$ cat config.mk
export PLATFORM = sky130hd
export DESIGN_NAME = snake_session_ctrl_flat
export DESIGN_NICKNAME = d
export VERILOG_FILES = /design/src/rtl/snake_session_ctrl_if.sv /design/src/rtl/snake_session_ctrl.sv /design/src/flat_wrapper.sv
export SDC_FILE = /design/constraint.sdc
export NUM_CORES = 1
export LEC_CHECK = 0
export BUFFER_PORTS_ARGS = -buffer_cell sky130_fd_sc_hd__buf_2
export CAP_MARGIN = 0
export CORE_MARGIN = 3
export CORE_UTILIZATION = 44
export DETAILED_ROUTE_END_ITERATION = 16
export HOLD_SLACK_MARGIN = 0.08
export PLACE_DENSITY_LB_ADDON = 0.1
export SETUP_SLACK_MARGIN = 0.05
export SLEW_MARGIN = 20
export SYNTH_ARGS = -nofsm -noshare
export SYNTH_HDL_FRONTEND = slang
export SYNTH_SLANG_ARGS = --single-unit
$ cat constraint.sdc
create_clock -name CLK1_50 -period 2.2 [get_ports CLK1_50]
set_input_delay 0.11 -clock CLK1_50 [delete_from_list [all_inputs] [get_ports CLK1_50]]
set_output_delay 0.11 -clock CLK1_50 [all_outputs]
set_load 0.02 [all_outputs]
$ cat src/rtl/snake_session_ctrl_if.sv
// Session controller bundle: button/watch/engine inputs and the phase,
// enable, reset-pulse and high-score outputs.
//   start            raw start button (async to CLK1_50)
//   stop, dead       watch-expired and collision levels
//   score_h/score_l  current BCD score
//   game_en/watch_en run enables, game_rst one-cycle reset pulse
//   hi_h/hi_l        BCD high score, state current phase
// master drives the inputs of the controller, slave is the controller side.
interface snake_session_ctrl_if;
    logic       start;
    logic       stop;
    logic       dead;
    logic [3:0] score_h;
    logic [3:0] score_l;
    logic       game_en;
    logic       watch_en;
    logic       game_rst;
    logic [3:0] hi_h;
    logic [3:0] hi_l;
    logic [1:0] state;

    modport master (
        output start, stop, dead, score_h, score_l,
        input  game_en, watch_en, game_rst, hi_h, hi_l, state
    );

    modport slave (
        input  start, stop, dead, score_h, score_l,
        output game_en, watch_en, game_rst, hi_h, hi_l, state
    );
endinterface

$ cat src/rtl/snake_session_ctrl.sv
// Session sequencer for the snake game box: synchronizes and debounces the
// start button, steps IDLE -> ARM -> PLAY -> OVER -> IDLE, drives the game and
// watch run enables plus a one-cycle reset pulse, and keeps a BCD high score.
// Ports:
//   CLK1_50  system clock, rising edge
//   RESET_N  asynchronous active-low reset
//   bus      snake_session_ctrl_if.slave (start/stop/dead/score in,
//            game_en/watch_en/game_rst/hi_h/hi_l/state out, all registered)
// Build option: define HISCORE_EN to build the high-score register and
// comparator; otherwise hi_h/hi_l are tied to 0.
module snake_session_ctrl #(
    parameter int unsigned DEBOUNCE_CYCLES  = 1_000_000,
    parameter int unsigned OVER_HOLD_CYCLES = 150_000_000,
    parameter int unsigned CNT_W            = 28
) (
    input  logic               CLK1_50,
    input  logic               RESET_N,
    snake_session_ctrl_if.slave bus
);

    localparam int unsigned ST_W = 2;

    localparam logic [ST_W-1:0] ST_IDLE = 2'b00;
    localparam logic [ST_W-1:0] ST_ARM  = 2'b01;
    localparam logic [ST_W-1:0] ST_PLAY = 2'b10;
    localparam logic [ST_W-1:0] ST_OVER = 2'b11;

    localparam logic [CNT_W-1:0] DEB_LAST  = CNT_W'(DEBOUNCE_CYCLES - 1);
    localparam logic [CNT_W-1:0] HOLD_LAST = CNT_W'(OVER_HOLD_CYCLES - 1);

    logic             sync1_q;
    logic             sync2_q;
    logic             deb_q;
    logic [CNT_W-1:0] deb_cnt_q;
    logic             start_evt_q;

    logic [ST_W-1:0]  state_q;
    logic [ST_W-1:0]  state_d;
    logic [CNT_W-1:0] hold_q;
    logic [CNT_W-1:0] hold_d;
    logic             game_en_q;
    logic             watch_en_q;
    logic             game_rst_q;
    logic             game_en_d;
    logic             watch_en_d;
    logic             game_rst_d;
    logic             game_end_c;

    // Two-flop synchronizer for the asynchronous button.
    always_ff @(posedge CLK1_50 or negedge RESET_N) begin
        if (!RESET_N) begin
            sync1_q <= 1'b0;
            sync2_q <= 1'b0;
        end else begin
            sync1_q <= bus.start;
            sync2_q <= sync1_q;
        end
    end

    // Debouncer: a level change is accepted after DEBOUNCE_CYCLES consecutive
    // differing samples; start_evt marks the accepted rising level.
    always_ff @(posedge CLK1_50 or negedge RESET_N) begin
        if (!RESET_N) begin
            deb_q       <= 1'b0;
            deb_cnt_q   <= '0;
            start_evt_q <= 1'b0;
        end else begin
            start_evt_q <= 1'b0;
            if (sync2_q != deb_q) begin
                if (deb_cnt_q == DEB_LAST) begin
                    deb_q       <= sync2_q;
                    deb_cnt_q   <= '0;
                    start_evt_q <= sync2_q;
                end else begin
                    deb_cnt_q <= deb_cnt_q + CNT_W'(1);
                end
            end else begin
                deb_cnt_q <= '0;
            end
        end
    end

    // Phase sequencing; outputs are decoded from the next phase and registered.
    always_comb begin
        state_d    = state_q;
        hold_d     = hold_q;
        game_end_c = 1'b0;
        unique case (state_q)
            ST_IDLE: begin
                if (start_evt_q) begin
                    state_d = ST_ARM;
                end
            end
            ST_ARM: begin
                state_d = ST_PLAY;
            end
            ST_PLAY: begin
                if (bus.stop || bus.dead) begin
                    state_d    = ST_OVER;
                    hold_d     = '0;
                    game_end_c = 1'b1;
                end
            end
            ST_OVER: begin
                if (hold_q == HOLD_LAST) begin
                    state_d = ST_IDLE;
                end else begin
                    hold_d = hold_q + CNT_W'(1);
                end
            end
            default: begin
                state_d = ST_IDLE;
            end
        endcase
        game_en_d  = (state_d == ST_PLAY);
        watch_en_d = (state_d == ST_PLAY);
        game_rst_d = (state_d == ST_ARM);
    end

    always_ff @(posedge CLK1_50 or negedge RESET_N) begin
        if (!RESET_N) begin
            state_q    <= ST_IDLE;
            hold_q     <= '0;
            game_en_q  <= 1'b0;
            watch_en_q <= 1'b0;
            game_rst_q <= 1'b0;
        end else begin
            state_q    <= state_d;
            hold_q     <= hold_d;
            game_en_q  <= game_en_d;
            watch_en_q <= watch_en_d;
            game_rst_q <= game_rst_d;
        end
    end

    assign bus.state    = state_q;
    assign bus.game_en  = game_en_q;
    assign bus.watch_en = watch_en_q;
    assign bus.game_rst = game_rst_q;

`ifdef HISCORE_EN
    logic [7:0] hi_q;

    // BCD ordering matches binary ordering, so a plain unsigned compare works.
    always_ff @(posedge CLK1_50 or negedge RESET_N) begin
        if (!RESET_N) begin
            hi_q <= '0;
        end else if (game_end_c && ({bus.score_h, bus.score_l} > hi_q)) begin
            hi_q <= {bus.score_h, bus.score_l};
        end
    end

    assign bus.hi_h = hi_q[7:4];
    assign bus.hi_l = hi_q[3:0];
`else
    // Score and game-end strobe are only consumed by the high-score logic.
    logic unused_score;
    assign unused_score = ^{bus.score_h, bus.score_l, game_end_c};

    assign bus.hi_h = 4'h0;
    assign bus.hi_l = 4'h0;
`endif

endmodule

$ cat src/flat_wrapper.sv
// flat-port wrapper written by rule: the top's interface ports become plain ports
module snake_session_ctrl_flat 
#(
    parameter int unsigned DEBOUNCE_CYCLES  = 1_000_000,
    parameter int unsigned OVER_HOLD_CYCLES = 150_000_000,
    parameter int unsigned CNT_W            = 28
)
  (CLK1_50, RESET_N, bus_start, bus_stop, bus_dead, bus_score_h, bus_score_l, bus_game_en, bus_watch_en, bus_game_rst, bus_hi_h, bus_hi_l, bus_state);
  snake_session_ctrl_if bus_i ();
  input  logic CLK1_50;
  input  logic RESET_N;
  input wire logic [$bits(bus_i.start)-1:0] bus_start;
  input wire logic [$bits(bus_i.stop)-1:0] bus_stop;
  input wire logic [$bits(bus_i.dead)-1:0] bus_dead;
  input wire logic [$bits(bus_i.score_h)-1:0] bus_score_h;
  input wire logic [$bits(bus_i.score_l)-1:0] bus_score_l;
  output wire logic [$bits(bus_i.game_en)-1:0] bus_game_en;
  output wire logic [$bits(bus_i.watch_en)-1:0] bus_watch_en;
  output wire logic [$bits(bus_i.game_rst)-1:0] bus_game_rst;
  output wire logic [$bits(bus_i.hi_h)-1:0] bus_hi_h;
  output wire logic [$bits(bus_i.hi_l)-1:0] bus_hi_l;
  output wire logic [$bits(bus_i.state)-1:0] bus_state;
  assign bus_i.start = bus_start;
  assign bus_i.stop = bus_stop;
  assign bus_i.dead = bus_dead;
  assign bus_i.score_h = bus_score_h;
  assign bus_i.score_l = bus_score_l;
  assign bus_game_en = bus_i.game_en;
  assign bus_watch_en = bus_i.watch_en;
  assign bus_game_rst = bus_i.game_rst;
  assign bus_hi_h = bus_i.hi_h;
  assign bus_hi_l = bus_i.hi_l;
  assign bus_state = bus_i.state;
  snake_session_ctrl #(.DEBOUNCE_CYCLES(DEBOUNCE_CYCLES), .OVER_HOLD_CYCLES(OVER_HOLD_CYCLES), .CNT_W(CNT_W)) u_core (.CLK1_50(CLK1_50), .RESET_N(RESET_N), .bus(bus_i));
endmodule
Yosys cells after proc, flatten, opt, wreduce, memory -nomap -nowiden
Cells that the tools add are included.
Widths: inputs -> output; s select.
{"block": "word_totals", "word_cells": 37, "input_bits": 13, "regBits": 64, "out_inout_bits": 13}
{"block": "classes", "eq_ne": 10, "addsub": 2, "n_mux": 11, "n_reduce_logical": 5}
{"cell": "$mux 28", "n": 4}
{"cell": "$add 28x1->28 const B", "n": 2}
{"cell": "$pmux 28 s2", "n": 1}
{"cell": "$eq 28x20->1 const B", "n": 1}
{"cell": "$eq 28x28->1 const B", "n": 1}
{"cell": "$pmux 2 s4", "n": 1}
{"cell": "$eq 2x2->1 const B", "n": 3}
{"cell": "$mux 2", "n": 3}
{"cell": "$eq 2x1->1 const B", "n": 2}
{"cell": "$reduce_and 3->1", "n": 1}
{"cell": "$logic_not 2->1", "n": 1}
{"cell": "$mux 1", "n": 2}
{"cell": "$ne 2x1->1 const B", "n": 1}
{"cell": "$ne 2x2->1 const B", "n": 1}
{"cell": "$reduce_and 2->1", "n": 1}
{"cell": "$reduce_bool 2->1", "n": 1}
{"cell": "$logic_or 1x1->1", "n": 1}
{"cell": "$ne 1x1->1", "n": 1}

Logic depth before layout (Yosys ltp)
Gate-level depths: netlist of run 1.
{"block": "depth", "word_depth": 4, "depth_mapped": 8, "depth_no_buf": 6}

Worst setup path before layout of run 1
Ideal clock, no wire load.
{"block": "synth_timing", "kind": "reg-to-reg", "startpoint": "reg u_core.state_q[0] (netlist: u_core.bus.state[0])", "endpoint": "reg u_core.state_q[0] (netlist: u_core.bus.state[0])", "t_required_ps": 2075, "path_slack_ps": 304, "arrival_ps": 1771, "path_stages_with_launch": 7, "synth_period_minus_slack_ps": 1896, "cell_sequence": "dfrtp_1 -> clkbuf_1 -> o31ai_1 -> clkbuf_1 -> buf_2 -> buf_2 -> o21bai_1"}
{"block": "synth_via", "elab_chain_len": 2, "word_cells_on_any_way": 8, "cone_classes": "eq/ne: 3; mux: 4; reduce/logical: 1"}
{"element": "start: declaration", "line": "snake_session_ctrl.sv:37", "text": "logic [ST_W-1:0] state_q;"}
{"element": "start signal: assignment", "line": "snake_session_ctrl.sv:128", "text": "state_q <= state_d;"}
{"element": "$eq 2x2->1 (tied with other cells)", "line": "snake_session_ctrl.sv:88", "text": "unique case (state_q)"}
{"element": "$pmux 2 s4 *", "line": "snake_session_ctrl.sv:88"}
{"element": "net u_core.state_d[0]", "line": "snake_session_ctrl.sv:38", "text": "logic [ST_W-1:0] state_d;"}
The timed path passes the listed nets; every way through them passes the cells marked *.
A chain may end at the register's enable or synchronous reset.

Worst setup path in the final report of run 1
{"block": "layout_timing", "startpoint": "reg u_core.deb_cnt_q[24]", "endpoint": "reg u_core.deb_cnt_q[27]"}
{"block": "layout_via", "elab_chain_len": 3, "word_cells_on_any_way": 4, "cone_classes": "add/sub: 1; eq/ne: 1; mux: 2"}
{"element": "start: declaration", "line": "snake_session_ctrl.sv:34", "text": "logic [CNT_W-1:0] deb_cnt_q;"}
{"element": "start signal: assignment", "line": "snake_session_ctrl.sv:75", "text": "deb_cnt_q <= deb_cnt_q + CNT_W'(1);"}
{"element": "$add 28x1->28 or $eq 28x20->1 (tied branches)", "line": "snake_session_ctrl.sv:75, snake_session_ctrl.sv:70"}
{"element": "$mux 28 *", "line": "snake_session_ctrl.sv:70", "text": "if (deb_cnt_q == DEB_LAST) begin"}
{"element": "$mux 28 *", "line": "snake_session_ctrl.sv:69", "text": "if (sync2_q != deb_q) begin"}
Mark *: on every way between the ends. The rest lies on a longest branch, timed or not.

==> summary.txt, run 1 <==
Logic synthesis
  • Area leader, netlist: dfrtp_1
  • Asr flop ratio synth: 1.00
  • Area share of the largest cell type after synthesis: 0.466
  • Syn. warnings: 0
  • Top cells by area, synth: dfrtp_1 (47%), xor2_1 (5.6%), nor2_1 (4.8%)
  • Yosys cell types: 48
  • Post-Syn Area: 3430 sq um
  • Post-synthesis mux area share: 0.0237
  • Xor and xnor area share after synthesis: 0.0765
  • Compound-cell area share of the yosys netlist: 0.0867
  • Register area share after synthesis: 0.466
  • Main synth FF type: dfrtp_1
  • Synth Register Bits: 64
  • Top-count cell post-synth: dfrtp_1
  • EDFF count, synth: 0
  • Simple-Gate Fraction of Synth Area: 0.293
  • Post-synth top cells: dfrtp_1 (64), nor2_1 (44), nand2_1 (33), nand3_1 (29), xor2_1 (22)
  • Post-Synth Adder-Cell Area: 0.00729
  • Avg Cell Area, Syn: 9.36 sq um
  • Syn Inst Count: 367
  • Largest family of logic cells by synthesized area: simple AND/OR/NAND/NOR gates

Setup path
  • Setup crit end kind: flop
  • Worst reg2reg path depth: 6
  • Crit-path max FO: 26
  • Worst r2r dst: u_core.deb_cnt_q[27]
  • Crit path from: u_core.deb_cnt_q[24]
  • CP Cell Sequence: nor4_1 -> nand4b_1 -> nor4_1 -> or2_2 -> buf_12 -> nor2_1
  • Critical Path Most Common Cell: nor4_1
  • Critical Path Start Type: flop
  • Setup Crit Path Kind: reg2reg
  • Crit-path slowest cell: nor4_1
  • Critical Path End: u_core.deb_cnt_q[27]
  • Data required time of the worst path: 2.43 ns
  • R2r setup slk: 0.17 ns
  • Critical path arrival: 2.26 ns
  • Critical Path Max Stage Delay: 0.43 ns
  • FF-to-FF Start: u_core.deb_cnt_q[24]

Final layout
  • Register area: 1600 sq um
  • Fillers: 674
  • Share of layout cells above drive strength 1: 0.143
  • # nets final: 408
  • Area Growth Syn to Fin: 14.6%
  • Antenna cells: 0
  • Multi-input logic area: 1720 sq um
  • Final cell count without fillers: 497

Floorplanning
  • Die height: 94.4 um
  • I/O pin count: 26
  • Die ar.: 8900 sq um
  • Die W: 94.4 um
  • Core region area: 7410 sq um
  • Initial Util: 0.464
  • Std cell rows: 31

Clock network
  • CTS Buffer Depth: 2
  • Clk_lat worst skew: 0.34 ns
  • Number of CTS-inserted buffers: 9
  • Htree depth: 3
  • CTS tree: built
  • CTS root buf: clkbuf_8
  • Clock Sinks: 64
  • Reg clk slew, reported paths: 0.07 ns

Min path
  • Hold path start: bus_stop
  • Hold Crit Class: in2reg

Place
  • Place WS: 0.139 ns
  • Hpwl dp: 4.94 mm
  • Placed cells: 479
  • Port-buffer cells: 9
  • GP Congestion: 0.752

Power
  • PD cells: 607 nW/um^2
  • Post-layout power: 2.39 mW
  • Leakage: 1.72 nW
  • Worst VDD drop: 0.347 mV

Route
  • Drt first pass iters: 5
  • Final wirelength: 7.19 mm
  • Wire per inst: 14.5 um
  • DRC: 0
  • DRT iter0 DRCs: 78
  • Antenna viol nets, final: 0
  • DR vias: 2722
  • Via density: 5.48

STA
  • Min Clock Period, post-route: 2.03 ns
  • Worst clock skew: 0.00502 ns
  • Fmax: 0.493 GHz
  • Setup tns final: 0 ns
  • Final hold vios: 0
  • Max-slew violations: 0
  • RSZ-0062 raised after global routing: false
  • Measured slew at the worst slew-check pin: 0.816 ns
  • PnR worst setup slack: 0.172 ns
  • Max_slew headroom: 0.456
  • # setup viols final: 0
  • Final period utilization: 0.922

GRT
  • Vias in the first global route: 2637
  • Total global routing overflow: 0
  • First-pass GRT wire length: 12.3 mm
  • Overall Global Routing Usage: 0.178
  • Initial antenna violation count: 0
  • Pin count of the biggest net entering global routing: 34

Job
  • Max Cap Violations: 0

Run status
  • Status: finished clean
-- sequential cells by signal, summed over array words and instances, names as in the netlist --
register,flops
u_core.bus.game_en,1
u_core.bus.state,2
u_core.sync1_q,1
u_core.sync2_q,1
u_core.deb_cnt_q,28
u_core.start_evt_q,1
u_core.bus.game_rst,1
u_core.deb_q,1
u_core.hold_q,28
-- routing by layer --
layer,up-vias,track usage,part of all wire
li1,1361,-,-
met1,1301,0.222,0.46
met2,52,0.297,0.49
met3,8,0.0574,0.041
met4,0,0.0493,0.013
met5,-,0,0
-- what timing repair did --
action                    4_1_cts  5_1_grt
gates resized for setup         0        0
buffers inserted                0        0
hold buffers                    2        0
hold endpoints to repair       32        0
-- cell families after synthesis --
logic type / after synthesis
other cells: 1
compound gates: 45
flops: 64
xor+xnor: 30
simple gates: 187
mux: 8
buf+inv: 30
fa+ha+maj: 2
-- where the power goes --
part | internal (mW) | switching [mW] | leakage [nW]
sequential | 1.18 | 0.00600 | 0.840
clock | 0.667 | 0.463 | 0.106
combinational | 0.0181 | 0.0518 | 0.778
-- stage by stage --
stage / utilization / area, sq um / hold WS [ns]
3_3_place_gp: 0.499 / 3690 / 0.220
5_1_grt: 0.531 / 3940 / 0.253
2_1_floorplan: - / 3460 / -0.186
4_1_cts: 0.531 / 3940 / 0.235
3_5_place_dp: 0.499 / 3690 / 0.233
6_report: 0.531 / 3940 / 0.245
-- worst min path at each step --
stage,endpoint,depth (start not counted)
after floorplan,u_core.bus.game_en,0
after global placement,u_core.sync1_q,1
after detailed placement,u_core.hold_q[2],1
after CTS,u_core.hold_q[9],4
after global routing,u_core.bus.game_en,3
final,u_core.bus.game_en,3
-- cells in the final DEF, fill, tap and decap left out, types with 3 or more instances in the layout --
cell type,n
and3_1,8
a21oi_1,9
nor2_1,44
xnor2_1,8
clkbuf_8,10
nand3_1,29
mux2i_1,7
conb_1,8
or4_1,4
nor4_1,9
buf_2,9
nor3_1,11
nand2_1,33
and2_1,5
nand4_1,18
dfrtp_1,64
o211ai_1,5
o21ai_0,16
inv_1,6
or3_1,5
o311ai_0,3
and4_1,5
xor2_1,22
buf_4,19
-- critical path, delay by kind of cell (launching register included) --
kind	cells	cell delay, ns
flip-flops	1	0.41
buffers and inverters	1	0.16
AND/OR/NAND/NOR	5	1.33
-- layout make-up --
type,instances,area share
clock inverters,5,0.0203
repair buffers,32,0.0630
inverters,6,0.00572
flip-flops and latches,64,0.407
well taps,99,0.0315
clock buffers,11,0.0359
multi-input cells,280,0.437
No activity file was read; power rests on OpenSTA's default activity.
==> run 2: changes to the inputs <==
--- a/config.mk
+++ b/config.mk
@@ -6,9 +6,8 @@
 export NUM_CORES = 1
 export LEC_CHECK = 0
 export BUFFER_PORTS_ARGS = -buffer_cell sky130_fd_sc_hd__buf_2
-export CAP_MARGIN = 0
 export CORE_MARGIN = 3
-export CORE_UTILIZATION = 44
+export CORE_UTILIZATION = 40
 export DETAILED_ROUTE_END_ITERATION = 16
 export HOLD_SLACK_MARGIN = 0.08
 export PLACE_DENSITY_LB_ADDON = 0.1
==> run 2 against run 1 <==
Net effect:
- clock power fell by 9%
- non-clock buffer count fell by 4
- cell count rose by 0.40%
- critical path depth did not move
- die area rose by 9.3%
- first-iteration DRC count rose by 51%
- final area fell by 0.83%
- worst hold slack got worse by 0.036 ns
- via count fell by 0.77%
- combinational power rose by 1%
- largest cell class unchanged
==> summary.txt, run 2 (synthesized netlist as in run 1, its figures left out) <==
STA
  • Setup tns final: 0 ns (unchanged)
  • RSZ-0062 raised after global routing: false (unchanged)
  • Worst clock skew: 0.0116 ns (was 0.00502 ns)
  • # setup viols final: 0 (unchanged)
  • Max_slew headroom: 0.437 (was 0.456)
  • Measured slew at the worst slew-check pin: 0.844 ns (was 0.816 ns)
  • PnR worst setup slack: 0.252 ns (was 0.172 ns)
  • Final period utilization: 0.885 (was 0.922)
  • Fmax: 0.513 GHz (was 0.493 GHz)
  • Final hold vios: 0 (unchanged)
  • Min Clock Period, post-route: 1.95 ns (was 2.03 ns)
  • Max-slew violations: 0 (unchanged)

GRT
  • Overall Global Routing Usage: 0.161 (was 0.178)
  • Pin count of the biggest net entering global routing: 41 (was 34)
  • Initial antenna violation count: 0 (unchanged)
  • Met1 usage: 0.209 (was 0.222)
  • Vias in the first global route: 2620 (was 2637)
  • Met2 usage: 0.265 (was 0.297)
  • Grt met3 use: 0.0446 (was 0.0574)
  • Total global routing overflow: 0 (unchanged)
  • Layer carrying the most global-route usage: met2 (unchanged)
  • First-pass GRT wire length: 12.6 mm (was 12.3 mm)

Setup path
  • Crit-path max FO: 26 (unchanged)
  • FF-to-FF Start: u_core.deb_cnt_q[23] (was u_core.deb_cnt_q[24])
  • Data required time of the worst path: 2.43 ns (about the same)
  • Setup crit end kind: flop (unchanged)
  • Setup Crit Path Kind: reg2reg (unchanged)
  • Worst reg2reg path depth: 6 (unchanged)
  • R2r setup slk: 0.25 ns (was 0.17 ns)
  • Critical Path Start Type: flop (unchanged)
  • Worst r2r dst: u_core.deb_cnt_q[23] (was u_core.deb_cnt_q[27])
  • Critical path arrival: 2.17 ns (was 2.26 ns)

Min path
  • Hold endpoint: u_core.bus.game_en (unchanged)
  • Hold Crit Class: in2reg (unchanged)
  • Hold path start: bus_stop (unchanged)
  • Worst hold stages: 3 (unchanged)

Floorplanning
  • Std cell rows: 33 (was 31)
  • Die ar.: 9730 sq um (was 8900 sq um)
  • Core region area: 8260 sq um (was 7410 sq um)
  • I/O pin count: 26 (unchanged)
  • Die height: 98.7 um (was 94.4 um)
  • Initial Util: 0.416 (was 0.464)
  • Die W: 98.7 um (was 94.4 um)

Route
  • Drt first pass iters: 4 (was 5)
  • Antenna viol nets, final: 0 (unchanged)
  • DR vias: 2701 (was 2722)
  • Via density: 5.41 (was 5.48)
  • Wire per inst: 14.6 um (was 14.5 um)
  • DRC: 0 (unchanged)
  • Final wirelength: 7.27 mm (was 7.19 mm)
  • DRT iter0 DRCs: 118 (was 78)

Clock network
  • CTS Buffer Depth: 2 (unchanged)
  • Reg clk slew, reported paths: 0.06 ns (was 0.07 ns)
  • Clk_lat worst skew: 0.34 ns (about the same)
  • CTS tree: built (unchanged)
  • CTS root buf: clkbuf_8 (unchanged)
  • Clock Sinks: 64 (unchanged)
  • Post-CTS Setup Inserts: 0 (unchanged)
  • Htree depth: 3 (unchanged)
  • Number of CTS-inserted buffers: 9 (unchanged)

Place
  • Port-buffer cells: 9 (unchanged)
  • Placed cells: 481 (was 479)
  • GP Congestion: 0.760 (was 0.752)
  • Place WS: 0.182 ns (was 0.139 ns)
  • Placed cell area: 3680 sq um (was 3690 sq um)
  • Hpwl dp: 4.98 mm (was 4.94 mm)

Final layout
  • Commonest non-fill, non-tap cells in the layout: dfrtp_1 (64), nor2_1 (44), nand2_1 (33) (unchanged)
  • Share of layout cells above drive strength 1: 0.132 (was 0.143)
  • Area Growth Syn to Fin: 13.6% (was 14.6%)
  • Antenna cells: 0 (unchanged)
  • Multi-input logic area: 1720 sq um (unchanged)
  • Most common cell after layout, fill and taps aside: dfrtp_1 (unchanged)
  • Fin area: 3900 sq um (was 3940 sq um)
  • # nets final: 404 (was 408)
  • Final cell count without fillers: 499 (was 497)
  • Register area: 1600 sq um (unchanged)
  • Fillers: 818 (was 674)

Power
  • Worst VDD drop: 0.284 mV (was 0.347 mV)
  • Leakage: 1.71 nW (was 1.72 nW)
  • PD cells: 587 nW/um^2 (was 607 nW/um^2)

Run status
  • Status: finished clean (unchanged)

Job
  • Max Cap Violations: 0 (unchanged)
-- run 2: critical path, stage by stage, from the launching register on --
cell and delay [ns]:
dfrtp_1 0.44, nor4_1 0.38, nand4b_1 0.18, nor4_1 0.40
or2_2 0.20, buf_12 0.17, nor2_1 0.07
-- run 2: what timing repair did --
| action | in CTS | in global routing |
|---|---|---|
| resized for setup | 0 | 1 |
| hold endpoints to repair | 25 | 0 |
| hold buffers | 2 | 0 |
| endpoints found under the setup margin | 0 | 1 |
-- run 2: final cells by class --
cell class / count / share of cell area
clock buffer: 13 / 0.0407
clock inverter: 3 / 0.0103
inverter: 6 / 0.00577
multi-input combinational: 280 / 0.440
sequential: 64 / 0.410
tap: 105 / 0.0337
timing repair buffer: 28 / 0.0590
-- run 2: worst max path at each step --
| stage | from | end | slack (ns) | cells after the start |
|---|---|---|---|---|
| after detailed placement | u_core.hold_q[19] | u_core.hold_q[7] | 0.18 | 5 |
| after CTS | u_core.hold_q[19] | u_core.hold_q[7] | 0.17 | 5 |
| after floorplan | u_core.bus.state[0] | u_core.bus.state[0] | 0.30 | 6 |
| after global placement | u_core.deb_cnt_q[23] | u_core.deb_cnt_q[18] | 0.21 | 6 |
| after global routing | u_core.hold_q[1] | u_core.hold_q[7] | 0.05 | 6 |
| final | u_core.deb_cnt_q[23] | u_core.deb_cnt_q[23] | 0.25 | 6 |
-- run 2: per-stage QoR --
step	hold WS (ns)	total power, mW	utilization
global placement	0.146	1.28	0.446
finish	0.209	2.29	0.473
floorplan	-0.186	1.25	-
global route	0.253	2.38	0.473
detailed placement	0.147	1.28	0.446
CTS	0.211	2.33	0.473
-- run 2: routing by layer --
layer	routed length (um)	vias up	part of all wire
li1	-	1349	-
met1	3480	1308	0.48
met2	3490	37	0.48
met3	218	7	0.030
met4	85	0	0.012
met5	0	-	0
-- run 2: report_power, final --
part           switching (mW)  internal (mW)  total [mW]
Sequential            0.00596           1.18        1.19
Combinational          0.0524         0.0182      0.0706
Clock                   0.449          0.583        1.03
Total                   0.507           1.78        2.29
